<file path="src/rtl/ex_muldiv_unit.sv">
// ex_muldiv_unit: execute-stage iterative multiply/divide unit.
// Owns the HI/LO registers. Runs MULT/MULTU/DIV/DIVU one radix-2 step per cycle and
// serves MFHI/MFLO/MTHI/MTLO. Stall_Ex freezes the front of the pipeline while busy.
// Optional build macro: MULDIV_EARLY_TERM_EN lets a multiply finish once the remaining
// multiplier bits are all zero.
module ex_muldiv_unit #(
  parameter int unsigned ITER = 32
) (
  input  logic        clock,
  input  logic        reset,
  input  logic [1:0]  ALU_Op_Ex,
  input  logic [5:0]  Funct_Ex,
  input  logic [31:0] DataOne_Ex,
  input  logic [31:0] DataTwo_Ex,
  input  logic        Flush_Ex,
  output logic        Stall_Ex,
  output logic        Busy,
  output logic        Done,
  output logic [31:0] Hi,
  output logic [31:0] Lo,
  output logic [31:0] Result_Ex
);

  localparam int unsigned CW = (ITER > 1) ? $clog2(ITER) : 1;
  localparam logic [CW-1:0] LastCnt = CW'(ITER - 1);

  localparam logic [5:0] FnMfhi = 6'h10;
  localparam logic [5:0] FnMthi = 6'h11;
  localparam logic [5:0] FnMflo = 6'h12;
  localparam logic [5:0] FnMtlo = 6'h13;

  typedef enum logic [1:0] {StIdle, StRun, StDone} state_e;

  state_e        r_state, w_state_next;
  logic [CW-1:0] r_cnt;
  logic [63:0]   r_acc;     // mult: {partial product, multiplier}; div: {remainder, quotient}
  logic [31:0]   r_b;       // mult: multiplicand; div: divisor
  logic          r_is_div;
  logic          r_neg_q;   // negate product / quotient
  logic          r_neg_r;   // negate remainder (dividend sign)

  logic        w_rtype, w_is_md, w_start, w_op_div, w_op_signed;
  logic        w_sign_a, w_sign_b, w_div0, w_last;
  logic [31:0] w_abs_a, w_abs_b;
  logic [32:0] w_mul_sum, w_div_diff;
  logic [63:0] w_mul_next, w_div_next, w_step, w_final, w_prod;
  logic [31:0] w_quo, w_rem, w_hi_res, w_lo_res;

  // Decode of the instruction currently held in ID/EX.
  always_comb begin
    w_rtype     = (ALU_Op_Ex == 2'b10);
    w_is_md     = w_rtype && (Funct_Ex[5:2] == 4'b0110);
    w_start     = (r_state == StIdle) && w_is_md && !Flush_Ex;
    w_op_div    = Funct_Ex[1];
    w_op_signed = !Funct_Ex[0];
    w_sign_a    = w_op_signed && DataOne_Ex[31];
    w_sign_b    = w_op_signed && DataTwo_Ex[31];
    w_abs_a     = w_sign_a ? (32'd0 - DataOne_Ex) : DataOne_Ex;
    w_abs_b     = w_sign_b ? (32'd0 - DataTwo_Ex) : DataTwo_Ex;
    w_div0      = (DataTwo_Ex == 32'd0);
  end

  // One radix-2 step: shift-add multiply or restoring divide.
  always_comb begin
    w_mul_sum  = {1'b0, r_acc[63:32]} + (r_acc[0] ? {1'b0, r_b} : 33'd0);
    w_mul_next = {w_mul_sum, r_acc[31:1]};
    w_div_diff = r_acc[63:31] - {1'b0, r_b};
    w_div_next = w_div_diff[32] ? {r_acc[62:0], 1'b0}
                                : {w_div_diff[31:0], r_acc[30:0], 1'b1};
    w_step     = r_is_div ? w_div_next : w_mul_next;
  end

`ifdef MULDIV_EARLY_TERM_EN
  logic [31:0]   r_mpr;     // multiplier bits not yet consumed
  logic [31:0]   w_mpr_next;
  logic [CW-1:0] w_shamt;

  // Finish early once no multiplier bits remain; align the product by the skipped steps.
  always_comb begin
    w_mpr_next = r_mpr >> 1;
    w_shamt    = LastCnt - r_cnt;
    w_last     = (r_cnt == LastCnt) || (!r_is_div && (w_mpr_next == 32'd0));
    w_final    = w_last ? (w_step >> w_shamt) : w_step;
  end

  // Track the remaining multiplier bits.
  always_ff @(posedge clock) begin
    if (reset) begin
      r_mpr <= 32'd0;
    end else if (w_start) begin
      r_mpr <= w_abs_b;
    end else if (r_state == StRun) begin
      r_mpr <= w_mpr_next;
    end
  end
`else
  // Fixed-length operation.
  always_comb begin
    w_last  = (r_cnt == LastCnt);
    w_final = w_step;
  end
`endif

  // Sign fix-up of the final step into HI/LO values.
  always_comb begin
    w_prod   = r_neg_q ? (64'd0 - w_final) : w_final;
    w_quo    = r_neg_q ? (32'd0 - w_final[31:0]) : w_final[31:0];
    w_rem    = r_neg_r ? (32'd0 - w_final[63:32]) : w_final[63:32];
    w_hi_res = r_is_div ? w_rem : w_prod[63:32];
    w_lo_res = r_is_div ? w_quo : w_prod[31:0];
  end

  // State register.
  always_ff @(posedge clock) begin
    if (reset) begin
      r_state <= StIdle;
    end else begin
      r_state <= w_state_next;
    end
  end

  // Next state and control outputs; flush wins over stall.
  always_comb begin
    w_state_next = r_state;
    Stall_Ex     = 1'b0;
    Busy         = 1'b0;
    Done         = 1'b0;
    case (r_state)
      StIdle: begin
        Stall_Ex = w_start;
        if (w_start) w_state_next = StRun;
      end
      StRun: begin
        Busy     = 1'b1;
        Stall_Ex = !Flush_Ex;
        if (Flush_Ex)    w_state_next = StIdle;
        else if (w_last) w_state_next = StDone;
      end
      StDone: begin
        Done         = 1'b1;
        w_state_next = StIdle;
      end
      default: w_state_next = StIdle;
    endcase
  end

  // Operand latch at issue, then one step per RUN cycle.
  always_ff @(posedge clock) begin
    if (reset) begin
      r_cnt    <= '0;
      r_acc    <= 64'd0;
      r_b      <= 32'd0;
      r_is_div <= 1'b0;
      r_neg_q  <= 1'b0;
      r_neg_r  <= 1'b0;
    end else if (w_start) begin
      r_cnt    <= '0;
      r_acc    <= {32'd0, w_op_div ? w_abs_a : w_abs_b};
      r_b      <= w_op_div ? w_abs_b : w_abs_a;
      r_is_div <= w_op_div;
      // Divide by zero keeps the all-ones quotient unsigned; the remainder fix-up
      // then restores the raw dividend.
      r_neg_q  <= (w_sign_a ^ w_sign_b) && !(w_op_div && w_div0);
      r_neg_r  <= w_sign_a;
    end else if (r_state == StRun) begin
      r_cnt <= r_cnt + CW'(1);
      r_acc <= w_step;
    end
  end

  // HI/LO: written by the last RUN step or by MTHI/MTLO.
  always_ff @(posedge clock) begin
    if (reset) begin
      Hi <= 32'd0;
      Lo <= 32'd0;
    end else if ((r_state == StRun) && !Flush_Ex && w_last) begin
      Hi <= w_hi_res;
      Lo <= w_lo_res;
    end else if ((r_state == StIdle) && w_rtype && !Flush_Ex) begin
      if (Funct_Ex == FnMthi) Hi <= DataOne_Ex;
      if (Funct_Ex == FnMtlo) Lo <= DataOne_Ex;
    end
  end

  // MFHI/MFLO read path.
  always_comb begin
    Result_Ex = 32'd0;
    if (w_rtype && (Funct_Ex == FnMfhi)) Result_Ex = Hi;
    if (w_rtype && (Funct_Ex == FnMflo)) Result_Ex = Lo;
  end

endmodule

</file>
<file path="config.mk">
export PLATFORM = sky130hd
export DESIGN_NAME = ex_muldiv_unit
export DESIGN_NICKNAME = d
export VERILOG_FILES = /design/src/rtl/ex_muldiv_unit.sv
export SDC_FILE = /design/constraint.sdc
export NUM_CORES = 1
export LEC_CHECK = 0
export CAP_MARGIN = 40
export CORE_MARGIN = 1
export CORE_UTILIZATION = 50
export CTS_CLUSTER_DIAMETER = 50
export DETAILED_ROUTE_END_ITERATION = 8
export GPL_TIMING_DRIVEN = 0
export PLACE_DENSITY = 0.75
export RECOVER_POWER = 50
export SLEW_MARGIN = 20
export SYNTH_ARGS = -nofsm -noshare
export SYNTH_HDL_FRONTEND = slang
export SYNTH_SLANG_ARGS = --single-unit
</file>
<file path="constraint.sdc">
create_clock -name clock -period 5.8 [get_ports clock]
set_clock_uncertainty 0.15 [all_clocks]
set_input_delay 1.16 -clock clock [delete_from_list [all_inputs] [get_ports clock]]
set_output_delay 1.16 -clock clock [all_outputs]
set_load 0.01 [all_outputs]
</file>
==> summary by stage, run 1 <==
Status
The run finished, with violations left. The checks that failed: DRC, capacitance limit, slew limit.

Floorplan
In this run the count of I/O pins placed on the die edge is roughly 170. The area of the placeable core is about 32000 sq um. The initial standard-cell utilization of the core is 0.5126. The floorplan row count is 65. The die height is roughly 180 microns. The overall die area is approximately 33000 sq um. From left edge to right edge, the die measures 182.8 microns.

Synth
The flip-flop and latch count after synthesis is 170. The synthesized design contains 0 enable-type register cells. The cell type contributing the most total cell area after synthesis is sky130_fd_sc_hd__dfxtp_1. For this run, the register share of the synthesized area comes to 0.2083. The count of different cell masters after synthesis is 95. In this run the mean area of a mapped cell was roughly 7.0 sq um. By area the synthesized netlist is led by sky130_fd_sc_hd__dfxtp_1 21%, sky130_fd_sc_hd__nand2_1 8.6%, sky130_fd_sc_hd__a21oi_1 6.1%. For this run, the number of Yosys warnings is 0.

Summing every instance area after synthesis gives between 15000 and 20000 sq um. Among all flip-flop cells after synthesis, the most frequent one is sky130_fd_sc_hd__dfxtp_1. The synthesized netlist net count is roughly 2500.

The share of synthesized area in the top cell type comes to 0.2083. Synthesis produced around 2300 cells. The share of flip-flops with an asynchronous set or reset is 0.

Timing
The transition time at the pin with the least slew margin is between 1.5 and 2 ns. Setup violations remaining at the end of the flow were counted as 0. The relative slew slack is -0.03949. The count of final max-slew check failures was 10. Timing would allow up to between 150 and 200 MHz. The count of endpoints failing hold in the final timing report is 0. Dividing the final minimum period by the clock period gives 0.9933.

The clock period could shrink to about 5.8 ns.

Global routing
The overall overflow remaining after global route is 0. Across every metal layer, demand over resource in global routing totals 0.4570. Entering global routing, the biggest net connects 19 pins. The initial antenna violation count is 1. The first-pass GRT wire length is 113900 microns. The via count of the first global-routing pass is around 18000.

Min path
The path category of the worst min-delay check is reg2reg.

Route
The routed wire length on met3 is approximately 11000 microns. The via count is 20020. Dividing the detail-routed via count by the number of cells gives around 6.7. Before antenna repair, the detailed router went through 9 iterations. After the first detailed-routing iteration, the DRC count stood at 3135. The top layer used by detailed routing is met4. The final routed wirelength across all metal layers is 77950 microns. The number of nets with antenna violations after routing is 0. The wire length the detailed router placed on met1 is ~31000 microns. The remaining design rule violation count is 4. The routed wire length on met2 is 31580 microns. After detailed routing, the average wire length per cell comes to between 20 and 30 microns.

Final layout
The net count reported at finish is between 2000 and 3000. The top cell types in the final layout, fill and taps aside, are 374 x sky130_fd_sc_hd__nand2_1, 255 x sky130_fd_sc_hd__nor2_1, 199 x sky130_fd_sc_hd__a21oi_1, 169 x sky130_fd_sc_hd__dfxtp_1, 139 x sky130_fd_sc_hd__clkbuf_1. The total area of multi-input combinational cells is 12170 sq um. The number of cells in the finished layout apart from fillers is a little under 3000. The most common cell after layout, fill and taps aside is sky130_fd_sc_hd__nand2_1. In the final layout, the share of cells above drive strength 1 is 0.04957. The number of filler instances in the final layout is about 3000. The sequential cell area is 3405 sq um. Relative to the synthesized area, the layout overhead comes to 18.59%.

Power and ir drop
Across the VDD grid, the largest voltage drop is approximately 0.21 mV. The static power due to leakage is 7.465 nW. After layout, the design draws a total of approximately 0.0029 W. The power density relative to cell area is approximately 150 nW/um^2.

Critical path
Along the worst path, the maximum fanout reaches 7. The endpoint type of the worst setup path is a flip-flop. For this design, the slowest cell found on the critical path is sky130_fd_sc_hd__or3_4. For the worst setup path, the data required time is about 6 ns.

The kind of cell adding the most delay to the critical path is simple AND/OR/NAND/NOR gates. The largest single stage delay on the critical path is 0.46 ns. The critical path goes through inv_1 -> ha_2 -> fa_2 -> nand2b_1 -> a21o_1 -> a32o_2 -> o41ai_4 -> buf_4 -> a211o_1 -> o211ai_1 -> buf_6 -> a21o_4 -> inv_1 -> ha_1 -> nand4_1 -> or3_4 -> or2_4 -> nand2b_4 -> nand2b_4 -> and2_4 -> nor2_1 -> xor2_1 -> nor2_1 -> a311oi_1. The worst setup path is of the reg2reg kind.

The data arrival time of the critical path is a little under 6 ns. The critical path contains buffers and inverters numbering 4 combined. The startpoint kind of the worst setup timing path is a flip-flop.

Place
At the end of routability-driven placement, the weighted congestion stood at roughly 1.1. Counting tap cells, the placed design contains a total of ~2900 instances. The placed wire-length estimate is around 63000 microns.

The count of input and output buffers is 169.

CTS
The number of H-tree branching levels is 4. After clock tree synthesis, the clock-pin slew on the worst setup and hold paths is 0.08 ns. The cell at the root of the clock tree is sky130_fd_sc_hd__clkbuf_16. The clock insertion delay at the later pin of the skew report is 0.46 ns.

The tree built by TritonCTS fans out to between 150 and 200 sinks. The TritonCTS clock tree is done. Counting along the longest clock path gives a buffer depth of 2.

The number of clock buffers added by TritonCTS is 17.

Job
The max-capacitance violation count is 1.
-- sequential cells by signal (all words and copies together) (netlist names) --
| register | count |
|---|---|
| r_acc | 64 |
| Hi | 32 |
| Lo | 32 |
| r_b | 32 |
| r_cnt | 5 |
| r_state | 2 |
| r_is_div | 1 |
| r_neg_q | 1 |
| r_neg_r | 1 |
-- through the flow --
| step | cell area [sq um] | hold slack, ns | setup TNS (ns) | worst slack, ns | utilization |
|---|---|---|---|---|---|
| floorplan | 16340 | 0.2903 | 0 | 0.1146 | - |
| global placement | 18580 | 0.3029 | -13.73 | -1.258 | 0.5827 |
| detailed placement | 18610 | 0.3112 | -13.71 | -1.278 | 0.5838 |
| CTS | 19290 | 0.3230 | 0 | 0.001626 | 0.6051 |
| global route | 19380 | 0.3494 | -0.006002 | -0.006002 | 0.6078 |
| finish | 19380 | 0.3330 | 0 | 0.03887 | 0.6078 |
-- where the power goes --
group          internal (W)  leakage (nW)  total (W)  switching [W]
combinational      0.000201          5.82   0.000589       0.000387
clock              0.000576         0.274    0.00117       0.000596
sequential          0.00117          1.37    0.00118     0.00000746
-- cell families after synthesis --
| group | count (synthesis) | share of synthesized area |
|---|---|---|
| AO/OA/AOI/OAI | 658 | 0.2710 |
| buffers and inverters | 229 | 0.05375 |
| multiplexers | 91 | 0.05620 |
| adder cells (fa/ha/maj) | 72 | 0.05605 |
| AND/OR/NAND/NOR | 950 | 0.2668 |
| flip-flops | 170 | 0.2083 |
| XOR/XNOR | 161 | 0.08790 |
-- timing repair --
item	CTS	global route
hold buffers	0	0
endpoints found under the setup margin	22	24
gates resized for setup	17	14
pin swaps	4	9
setup buffers	5	5
endpoints found under the hold margin	0	0
-- worst reg2reg max path: cells and delay by family, from the launching register on --
kind | cells | cell delay, ns
compound gates | 7 | 1.64
xor+xnor | 1 | 0.28
fa+ha+maj | 3 | 0.79
buf+inv | 4 | 0.54
flops | 1 | 0.36
simple gates | 9 | 1.91
-- synth_stat cells, types with 6 or more instances --
library cell	number
sky130_fd_sc_hd__a211o_1	8
sky130_fd_sc_hd__a211oi_1	49
sky130_fd_sc_hd__a21boi_0	10
sky130_fd_sc_hd__a21o_1	29
sky130_fd_sc_hd__a21oi_1	200
sky130_fd_sc_hd__a311oi_1	47
sky130_fd_sc_hd__a31o_2	13
sky130_fd_sc_hd__a31oi_1	23
sky130_fd_sc_hd__and2_1	45
sky130_fd_sc_hd__and3_1	27
sky130_fd_sc_hd__buf_1	14
sky130_fd_sc_hd__buf_2	6
sky130_fd_sc_hd__clkbuf_1	137
sky130_fd_sc_hd__dfxtp_1	170
sky130_fd_sc_hd__ha_1	70
sky130_fd_sc_hd__inv_1	67
sky130_fd_sc_hd__mux2i_1	85
sky130_fd_sc_hd__nand2_1	375
sky130_fd_sc_hd__nand2b_1	19
sky130_fd_sc_hd__nand3_1	39
sky130_fd_sc_hd__nand3b_1	8
sky130_fd_sc_hd__nand4_1	25
sky130_fd_sc_hd__nor2_1	255
sky130_fd_sc_hd__nor2b_1	15
sky130_fd_sc_hd__nor3_1	56
sky130_fd_sc_hd__nor3b_1	7
sky130_fd_sc_hd__nor4_1	19
sky130_fd_sc_hd__o211ai_1	88
sky130_fd_sc_hd__o21a_1	12
sky130_fd_sc_hd__o21ai_0	87
sky130_fd_sc_hd__o21bai_1	10
sky130_fd_sc_hd__o22ai_1	8
sky130_fd_sc_hd__o31ai_1	14
sky130_fd_sc_hd__or2_2	15
sky130_fd_sc_hd__or3_1	16
sky130_fd_sc_hd__xnor2_1	67
sky130_fd_sc_hd__xor2_1	92
-- final timing paths --
| kind | slack, ns | cells past startpoint | end | start |
|---|---|---|---|---|
| worst max-delay path | 0.04 | 24 | Hi[6] | r_acc[31] |
| worst min-delay path | 0.33 | 2 | r_cnt[4] | r_cnt[4] |
| worst max register to register | 0.04 | 24 | Hi[6] | r_acc[31] |
| worst min register to register | 0.33 | 2 | r_cnt[4] | r_cnt[4] |
-- metal layers --
metal  global-route usage  vias up
li1                     -     8778
met1               0.6405     9443
met2               0.6571     1523
met3               0.1138      276
met4               0.2020        0
met5                    0        -
-- final cells by class --
class | count | share of cell area
diodes | 1 | 0.0001291
plain buffers | 155 | 0.03157
clock buffers | 18 | 0.02215
clock inverters | 14 | 0.007683
inverters | 70 | 0.01356
multi-input cells | 1932 | 0.6282
flip-flops and latches | 170 | 0.1757
well taps | 435 | 0.02809
repair buffers | 183 | 0.09298
Note: power is estimated with default switching activity, not from simulation.
==> inputs of run 2 (changes only) <==
--- a/config.mk
+++ b/config.mk
@@ -11,7 +11,7 @@
 export CTS_CLUSTER_DIAMETER = 50
 export DETAILED_ROUTE_END_ITERATION = 8
 export GPL_TIMING_DRIVEN = 0
-export PLACE_DENSITY = 0.75
+export PLACE_DENSITY = 0.72
 export RECOVER_POWER = 50
 export SLEW_MARGIN = 20
 export SYNTH_ARGS = -nofsm -noshare
==> constraint.sdc (replaced) <==
create_clock -name clock -period 6.3 [get_ports clock]
set_clock_uncertainty 0.15 [all_clocks]
set_input_delay 1.26 -clock clock [delete_from_list [all_inputs] [get_ports clock]]
set_output_delay 1.26 -clock clock [all_outputs]
set_load 0.01 [all_outputs]
==> run 2 against run 1 <==
  * The flow finishes with violations (capacitance limit, slew limit)
  * Total power fell by 9.6%
  * Sequential share of layout area rose by 0.12 points
  * Design area fell by 0.63%
  * Fmax down 8.4%
  * Flip-flop and latch count unchanged
  * Largest power group unchanged
==> summary by stage, run 2 (synthesized netlist as in run 1, its figures left out) <==
Status
The run finished, with violations left. The checks that failed: capacitance limit, slew limit.

Floorplan
The overall die area is 33410 sq um (unchanged). The I/O pin count is 174 (unchanged). The initial standard-cell utilization of the core is 0.5126 (unchanged).

The area of the placeable core is 31880 sq um (unchanged). The floorplan row count is 65 (unchanged). The die height is 182.8 microns (unchanged).

The x dimension of the die was 182.8 microns (unchanged).

Final layout
The final cell area excluding filler cells is 19260 sq um (-0.63%). In the layout the commonest cells are 375 x sky130_fd_sc_hd__nand2_1, 255 x sky130_fd_sc_hd__nor2_1, 200 x sky130_fd_sc_hd__a21oi_1, 168 x sky130_fd_sc_hd__dfxtp_1, 143 x sky130_fd_sc_hd__clkbuf_1. The end-of-flow core utilization is 0.6040 (-0.003846).

The number of cells in the finished layout apart from fillers came to 2975 (-0.10%). Leaving out fill and tap cells, the most frequent cell in the layout is sky130_fd_sc_hd__nand2_1. The number of filler instances in the final layout is 2995 (-2.6%).

The share of cells above drive strength 1 is 0.04252 (-0.007048). The total inserted antenna cells is 0 (-1). The net count reported at finish is 2674 (-0.075%). The flip-flop count of the largest register, all copies and words added came to 64 (unchanged).

The area growth from synthesis to layout is 17.84%. The register with the most flip-flops is r_acc.

Timing
The final number of setup-violating endpoints came to 0 (unchanged). The time the final worst path needs with I/O delays and setup came to 6.292 ns (+0.5309 ns). The transition time at the pin with the least slew margin is 1.571 ns (+0.01502 ns). Setup repair after global routing left no endpoint under its margin.

The maximum clock frequency is 158.9 MHz (-8.4%). The relative slew slack came to -0.04952 (-0.01003). The count of final max-slew check failures came to 10 (unchanged). The count of endpoints failing hold in the final timing report is 0 (unchanged). The fraction of the cycle the final worst path needs came to 0.9987 (+0.005439).

Power and ir drop
The static power due to leakage came to 7.400 nW (-0.88%). The power density relative to cell area is 137.9 nW/um^2 (-9.1%). The maximum vdd ir drop was 0.1937 mV (-6.3%). The overall power of the completed layout was 0.002654 W (-9.6%).

CTS
The total clock sinks is 170 (unchanged). TritonCTS built the clock tree. The quantity of hold-fixing buffers added after cts is 0 (unchanged). The root buffer cell chosen for the clock tree is sky130_fd_sc_hd__clkbuf_16. The clock insertion delay at the later pin of the skew report is 0.45 ns (about the same). The buffer levels on the longest clock path came to 2 (unchanged).

The clock edge transition at the registers on the reported setup and hold paths is 0.08 ns (about the same). The number of H-tree branching levels is 4 (unchanged). The number of clock buffers inserted by TritonCTS is 17 (unchanged).

Global routing
The global-route usage over all layers is 0.4503 (-0.006623). The maximum number of pins on one net before global-route repair came to 18 (-1). The first-pass GRT wire length is 112600 microns (-1.1%). The initial antenna violation count came to 2 (+1). The overall overflow remaining after global route came to 0 (unchanged). The via count of the first global-routing pass is 17990 (-0.76%).

Critical path
The setup path with the least slack is of type reg2reg. The data arrival time of the critical path came to 6.50 ns (+0.55 ns). The data required time of the critical path is 6.51 ns (+0.52 ns).

The worst setup path is captured at a flip-flop. The startpoint kind of the worst setup timing path is a flip-flop. The largest incremental delay on the critical path came to 0.65 ns (+0.19 ns).

The worst-path cell with the longest stage delay is sky130_fd_sc_hd__clkbuf_1. The critical path goes through buf_2 -> clkbuf_1 -> clkbuf_1 -> clkbuf_1 -> clkbuf_1 -> clkbuf_1 -> buf_2 -> clkbuf_1 -> buf_6 -> clkbuf_1 -> buf_6 -> mux2i_1 -> xor2_1 -> nor2_1 -> a311oi_1. The most frequent cell on the critical path is sky130_fd_sc_hd__clkbuf_1. The worst-path maximum fanout was 10 (+3).

Route
The violation count after the first detailed-routing iteration is 2991 (-4.6%). The post-detailed-route via-to-cell ratio was 6.651 (-1.1%). The remaining design rule violation count was 0 (-4). The via count is 19790 (-1.2%). The number of nets with antenna violations after routing is 0 (unchanged).

The mean routed wirelength per cell is 25.72 microns (-1.8%). The number of detailed-routing iterations run before antenna repair is 9 (unchanged). The final routed wirelength across all metal layers was 76500 microns (-1.8%).

Place
The area after detailed placement is 18620 sq um (about the same). The count of input and output buffers is 169 (unchanged). The number of placed cells counting well taps is 2939 (+0.034%). The final weighted congestion in routability-driven placement came to 1.044 (-1.8%). The placed wire-length estimate is 62310 microns (-1.6%).

Min path
The path category of the worst min-delay check is reg2reg.

Job
The max-capacitance violation count is 1 (unchanged).
[run 2: cell count changes in the layout (fill, tap and decap cells not counted), moves of 3 or more]
cell	before	now
sky130_fd_sc_hd__xnor2_1	65	68
sky130_fd_sc_hd__buf_4	10	3
sky130_fd_sc_hd__inv_8	6	2
sky130_fd_sc_hd__inv_6	1	4
sky130_fd_sc_hd__buf_6	3	6
sky130_fd_sc_hd__clkbuf_1	139	143
[run 2: critical path: cells and delay by family (launching register included)]
family,cells,cell delay [ns]
AND/OR/NAND/NOR,1,0.09
buffers and inverters,11,4.60
flip-flops,1,0.38
XOR/XNOR,1,0.27
multiplexers,1,0.45
AO/OA/AOI/OAI,1,0.25
[run 2: per-layer routing]
layer / up-vias / wire (microns) / GRT usage
met3: 239 / 10520 / 0.1338
li1: 8779 / - / -
met5: - / 13 / 0
met1: 9365 / 31380 / 0.6183
met2: 1401 / 31090 / 0.6548
met4: 2 / 3494 / 0.1810
[run 2: path summary, 6_finish.rpt]
| check | from | to | slack (ns) | cells after the start |
|---|---|---|---|---|
| worst max-delay path | r_is_div | Lo[15] | 0.008 | 15 |
| worst min-delay path | r_cnt[4] | r_cnt[4] | 0.33 | 2 |
| worst max register to register | r_is_div | Lo[15] | 0.008 | 15 |
| worst min register to register | r_cnt[4] | r_cnt[4] | 0.33 | 2 |
[run 2: metrics by stage]
| step | hold WS (ns) | setup WS [ns] | TNS (ns) |
|---|---|---|---|
| after floorplan | 0.2903 | 0.6146 | 0 |
| after global placement | 0.3041 | -0.6394 | -2.633 |
| after detailed placement | 0.3170 | -0.6500 | -2.609 |
| after CTS | 0.3275 | 0.04819 | 0 |
| after global routing | 0.3427 | 0.03072 | 0 |
| final | 0.3298 | 0.007956 | 0 |
[run 2: final cells by class]
| cell class | instances | area (sq um) | share of cell area |
|---|---|---|---|
| multi-input cells | 1932 | 12090 | 0.6277 |
| clock inverters | 14 | 135.1 | 0.007018 |
| flip-flops and latches | 170 | 3406 | 0.1769 |
| well taps | 435 | 544.3 | 0.02827 |
| repair buffers | 180 | 1778 | 0.09233 |
| plain buffers | 156 | 603.1 | 0.03132 |
| clock buffers | 18 | 439.2 | 0.02281 |
| inverters | 70 | 262.8 | 0.01365 |
[run 2: power breakdown]
group	total, W	internal (W)	switching [W]	leakage, nW
Combinational	0.000517	0.000176	0.000342	5.76
Clock	0.00105	0.000533	0.000520	0.273
Sequential	0.00108	0.00108	0.00000677	1.37
[run 2: timing repair]
action,in CTS,in global routing
pin swaps,3,4
endpoints found under the setup margin,12,13
resized for setup,7,7
setup buffers,2,1
